`config.mk`:
```
export PLATFORM = sky130hd
export DESIGN_NAME = hint_unpack_ctrl
export DESIGN_NICKNAME = d
export VERILOG_FILES = /design/src/rtl/hint_unpack_ctrl.sv
export SDC_FILE = /design/constraint.sdc
export NUM_CORES = 1
export LEC_CHECK = 0
export CAP_MARGIN = 20
export CELL_PAD_IN_SITES_DETAIL_PLACEMENT = 0
export CELL_PAD_IN_SITES_GLOBAL_PLACEMENT = 1
export CORE_AREA = 2 2 385 387
export CTS_CLUSTER_DIAMETER = 80
export DETAILED_ROUTE_END_ITERATION = 10
export DIE_AREA = 0 0 387 389
export PLACE_DENSITY_LB_ADDON = 0.25
export SETUP_SLACK_MARGIN = 0.15
export SYNTH_ARGS = -nofsm -noshare
export SYNTH_HDL_FRONTEND = slang
export SYNTH_SLANG_ARGS = --single-unit
```
`constraint.sdc`:
```
create_clock -name clk -period 20.3 [get_ports clk]
set_clock_uncertainty 0.15 [all_clocks]
set_input_delay 2.03 -clock clk [delete_from_list [all_inputs] [get_ports clk]]
set_output_delay 2.03 -clock clk [all_outputs]
set_load 0.02 [all_outputs]
```
`src/rtl/hint_unpack_ctrl.sv`:
```
// Sequencer around the ML-DSA hint-bit unpack engine: collects the hint section,
// launches and supervises the engine, streams K*256 hint bits as 32-bit words.
module hint_unpack_ctrl #(
  parameter int K       = 8,
  parameter int OMEGA   = 75,
  parameter int TIMEOUT = 1023
) (
  input  logic                     clk,
  input  logic                     rst,
  input  logic                     cmd_start,
  input  logic                     in_valid,
  output logic                     in_ready,
  input  logic [7:0]               in_data,
  input  logic                     in_last,
  output logic [0:(OMEGA+K)*8-1]   unpack_y,
  output logic                     unpack_start,
  input  logic                     unpack_done,
  input  logic                     unpack_valid,
  output logic [$clog2(K)-1:0]     unpack_row_sel,
  input  logic [255:0]             unpack_row,
  output logic                     out_valid,
  input  logic                     out_ready,
  output logic [31:0]              out_data,
  output logic                     out_last,
  output logic                     status_valid,
  output logic [1:0]               status_code,
  output logic                     busy
);
  localparam int N  = OMEGA + K;
  localparam int CW = $clog2(N + 1);
  localparam int TW = $clog2(TIMEOUT + 1);
  localparam int RW = $clog2(K);

  localparam logic [2:0] S_IDLE   = 3'd0;
  localparam logic [2:0] S_LOAD   = 3'd1;
  localparam logic [2:0] S_DRAIN  = 3'd2;
  localparam logic [2:0] S_START  = 3'd3;
  localparam logic [2:0] S_WAIT   = 3'd4;
  localparam logic [2:0] S_STREAM = 3'd5;
  localparam logic [2:0] S_REPORT = 3'd6;

  localparam logic [1:0] CODE_OK  = 2'd0;
  localparam logic [1:0] CODE_LEN = 2'd1;
  localparam logic [1:0] CODE_MAL = 2'd2;

  logic [2:0]    state_reg, state_next;
  logic [CW-1:0] cnt_reg, cnt_next;
  logic [TW-1:0] timer_reg, timer_next;
  logic [RW-1:0] row_reg, row_next;
  logic [2:0]    word_reg, word_next;
  logic [1:0]    code_reg, code_next;
  logic [0:N*8-1] buf_reg;
  logic [31:0]   words [8];

  for (genvar gi = 0; gi < 8; gi++) begin : g_word
    assign words[gi] = unpack_row[32*gi +: 32];
  end

  always_comb begin
    state_next = state_reg;
    cnt_next   = cnt_reg;
    timer_next = timer_reg;
    row_next   = row_reg;
    word_next  = word_reg;
    code_next  = code_reg;
    case (state_reg)
      S_IDLE: if (cmd_start) begin
        cnt_next   = '0;
        code_next  = CODE_OK;
        state_next = S_LOAD;
      end
      S_LOAD: if (in_valid) begin
        cnt_next = cnt_reg + 1'b1;
        if (cnt_reg == CW'(N - 1)) begin
          if (in_last) begin
            state_next = S_START;
          end else begin
            code_next  = CODE_LEN;
            state_next = S_DRAIN;
          end
        end else if (in_last) begin
          code_next  = CODE_LEN;
          state_next = S_REPORT;
        end
      end
      S_DRAIN: if (in_valid && in_last) state_next = S_REPORT;
      S_START: begin
        timer_next = '0;
        state_next = S_WAIT;
      end
      S_WAIT: begin
        // done has priority over the timeout on the same cycle
        if (unpack_done) begin
          if (unpack_valid) begin
            row_next   = '0;
            word_next  = '0;
            state_next = S_STREAM;
          end else begin
            code_next  = CODE_MAL;
            state_next = S_REPORT;
          end
        end else if (timer_reg == TW'(TIMEOUT - 1)) begin
          code_next  = CODE_MAL;
          state_next = S_REPORT;
        end else begin
          timer_next = timer_reg + 1'b1;
        end
      end
      S_STREAM: if (out_ready) begin
        if (word_reg == 3'd7) begin
          word_next = '0;
          if (row_reg == RW'(K - 1)) begin
            code_next  = CODE_OK;
            state_next = S_REPORT;
          end else begin
            row_next = row_reg + 1'b1;
          end
        end else begin
          word_next = word_reg + 1'b1;
        end
      end
      S_REPORT: state_next = S_IDLE;
      default:  state_next = S_IDLE;
    endcase
  end

  always_ff @(posedge clk or posedge rst) begin
    if (rst) begin
      state_reg <= S_IDLE;
      cnt_reg   <= '0;
      timer_reg <= '0;
      row_reg   <= '0;
      word_reg  <= '0;
      code_reg  <= CODE_OK;
    end else begin
      state_reg <= state_next;
      cnt_reg   <= cnt_next;
      timer_reg <= timer_next;
      row_reg   <= row_next;
      word_reg  <= word_next;
      code_reg  <= code_next;
    end
  end

  // Ascending slice: in_data[7] lands on bit 8*slot, no reordering of bytes.
  always_ff @(posedge clk or posedge rst) begin
    if (rst) begin
      buf_reg <= '0;
    end else if (state_reg == S_LOAD && in_valid) begin
      buf_reg[8*cnt_reg +: 8] <= in_data;
    end
  end

  assign unpack_y       = buf_reg;
  assign in_ready       = (state_reg == S_LOAD) || (state_reg == S_DRAIN);
  assign unpack_start   = (state_reg == S_START);
  assign out_valid      = (state_reg == S_STREAM);
  assign out_data       = out_valid ? words[word_reg] : '0;
  assign out_last       = out_valid && (row_reg == RW'(K - 1)) && (word_reg == 3'd7);
  assign unpack_row_sel = row_reg;
  assign status_valid   = (state_reg == S_REPORT);
  assign status_code    = code_reg;
  assign busy           = (state_reg != S_IDLE);
endmodule

```
==> qor.yml <==
outcome:
  outcome: "finished, final reports clean"
global_route:
  antenna_found_initial: 19
  track_usage_pct: 19.4
  overflow: 0
  grt_pass1_wl_um: 204000
  grt_max_degree: 157
  first_global_vias: 24400
detailed_routing:
  drcViolationCount: 0
  routed-wl-met2_um: 80800
  met3WireLength_um: 8800
  routed_via_density: 4.34
  drt_iter0_markers: 1019
  postRouteAntennaNets: 0
  drt_wl_total_um: 150000
  route.layer.met1.wl_um: 54900
  wl_per_cell_um: 27.9
  drtPass1Iterations: 5
  dr_total_vias: 23400
  highest_layer: "met4"
synth:
  yosys_warnings: 0
  ys_ff_latch: 692
  yosys.area_share.xor_xnor_pct: 0.205
  avgSynthCellArea_sq_um: 12.4
  syn_inst: 2401
  synth-edff-count: 0
  synth_flop_cell: "dfrtp_1"
  synthAdderAreaFrac_pct: 0.503
  ys_types: 52
  yosysSeqAreaShare_pct: 58.0
  synth_compound_gate_area_share_pct: 5.04
  synth.mux.area_fraction_pct: 23.4
  synth-async-reset-ratio_pct: 100
  synth_top_family_by_area: "multiplexers"
  synth-simple-area-share_pct: 10.5
  syn-num-nets: 2685
  synth_area_sq_um: 29900
clock_network:
  clk_latency_ps: 680
  clk_pin_slew_ps: 60
  clockBufferDepth: 3
  cts_hold_buf: 0
  post_cts_buffers: 0
  cts_tree: "done"
  cts_buffers: 86
  root_buffer: "clkbuf_16"
  cts_sinks: 692
  htree_levels: 3
  ctsResizeCount: 0
power_and_ir_drop:
  leakagePower_nw: 19.3
  combPwrFrac_pct: 19.0
  p_switching_mw: 1.11
  power.total_mw: 3.74
  p_clk_share_pct: 41.8
  peakVddDrop_uv: 62.4
  p_sw_share_pct: 29.8
  p_int_mw: 2.63
  p_seq_share_pct: 39.3
  p_per_area_nw_per_um2: 83.6
critical_path:
  crit_chain: "clkdlybuf4s50_1 -> mux4_2 -> mux2i_1 -> nor2_1 -> clkdlybuf4s50_1"
  arrival_ps: 4050
  path_max_fanout: 1
  crit_type: "in -> out"
  required_ps: 18120
  start_kind: "input pin"
  cpMaxStageDelayCell: "clkdlybuf4s50_1"
  cp-end-kind: "output port"
  cpPeakStageDelay_ps: 610
  path_common_cell: "clkdlybuf4s50_1"
die:
  dieArea_sq_um: 151000
  start_util_pct: 20.4
  die_w_um: 387
  core_sq_um: 147000
  rows: 141
  die_h_um: 389
  ios: 979
flow_run:
  drv_cap: 0
final_layout:
  layout.cells.non_filler: 5376
  drive_gt1_share_pct: 20.8
  largest_reg_flops: 664
  num-nets-final: 3652
  areaGrowthSynthToFinish_pct: 49.9
  layout_commonest_cell: "clkdlybuf4s50_1"
  final_cell_mix: "clkdlybuf4s50_1, dfrtp_1, mux2_2"
timing:
  worst_pin_slew_ps: 1080
  tns_ps: 0
  setup_slack_ps: 14070
  period_minus_slack_ps: 6230
  post-route-period-util_pct: 30.7
  hold_violations: 0
  grt_setup_unrepaired: "no"
  drv_slew: 0
  slew_headroom_pct: 27.3
  setup_viol: 0
  max_freq_ghz: 0.161
placed_design:
  place_ws_ps: 14040
  place_congestion: 0.927
  dpl.cell_count: 5210
  io_buffers: 978
  hpwlAfterDp_um: 115000
worst_hold_path:
  hp-class: "reg -> reg"
## metrics by stage
stage	instance area, sq um	hold slack (ps)	utilization [%]
finish	44800	316	30.5
global route	44800	343	30.5
CTS	44700	320	30.5
detailed placement	41900	309	28.6
global placement	41900	304	28.6
floorplan	29900	360	-
## synth_stat cells, types with 2 or more instances
library cell  count  area share, %
mux2_2          434             16
nor2b_1          13           0.27
o31ai_1          86            2.2
buf_6             2          0.075
clkbuf_1        104            1.3
mux4_2           64            4.8
a2111oi_0         3          0.088
dfrtp_1         692             58
o41ai_2           2           0.11
a21oi_1           9           0.15
xnor2_1           7           0.21
o41ai_1           8           0.23
nor3_2            5           0.17
clkinv_1          3          0.038
buf_2            15           0.25
nand3_1          48           0.80
nor3_1           33           0.55
buf_1            11           0.14
inv_1            42           0.53
and3_1           24           0.50
nand2_1         331            4.2
or3_1            12           0.25
o21ai_0         111            1.9
mux2i_1          67            2.2
or2_2             5           0.10
nand4_1           8           0.17
nand2b_1          7           0.15
nor2_1          194            2.4
ha_1             12           0.50
and2_1           13           0.27
o31ai_2           2          0.084
a211oi_1          2          0.050
nor2_2           11           0.23
buf_4             2          0.050
a21o_1            2          0.050
## critical path: cells and delay by family
| family | cells | cell delay [ps] |
|---|---|---|
| and+or+nand+nor | 1 | 90 |
| muxes | 2 | 750 |
| buffers and inverters | 2 | 1180 |
## final cells by class
class / count / area, sq um
sequential: 692 / 17300
clock buffer: 123 / 2460
antenna: 12 / 30.0
timing repair buffer: 1013 / 10100
clock inverter: 31 / 407
inverter: 45 / 175
tap: 1930 / 2410
fill: 15200 / 102000
multi-input combinational: 1530 / 11900
## logic make-up after synthesis
| group | count (synthesis) |
|---|---|
| buffers and inverters | 179 |
| XOR/XNOR | 7 |
| flip-flops | 692 |
| multiplexers | 565 |
| AND/OR/NAND/NOR | 714 |
| adder cells (fa/ha/maj) | 12 |
| AO/OA/AOI/OAI | 232 |
## power by group through the flow
stage	combinational (mW)	clock (mW)	sequential, mW
3_3_place_gp	0.730	0	1.50
3_5_place_dp	0.731	0	1.50
2_1_floorplan	0.382	0	1.50
4_1_cts	0.733	1.61	1.47
6_report	0.709	1.56	1.47
5_1_grt	0.763	1.67	1.48
## final timing paths
check,startpoint,endpoint,slack (ps),cells past startpoint
setup / recovery,unpack_row[237],out_data[13],14070,5
hold / removal,unpack_y[122]$_DFFE_PP0P_,unpack_y[122]$_DFFE_PP0P_,320,2
setup reg to reg,cnt_reg[3]$_DFFE_PP0P_,unpack_y[625]$_DFFE_PP0P_,16170,5
hold reg to reg,unpack_y[122]$_DFFE_PP0P_,unpack_y[122]$_DFFE_PP0P_,320,2
max in group asynchronous,rst,unpack_y[611]$_DFFE_PP0P_,15220,5
min in group asynchronous,rst,unpack_y[341]$_DFFE_PP0P_,1760,2
## layer usage
metal  global-route usage, %  vias to the layer above
met5                       0                        -
met4                    7.19                        0
met3                    4.74                      166
met2                    36.8                      772
met1                    20.6                    12000
li1                        -                    10400
Power figures use the tool's default switching activity.
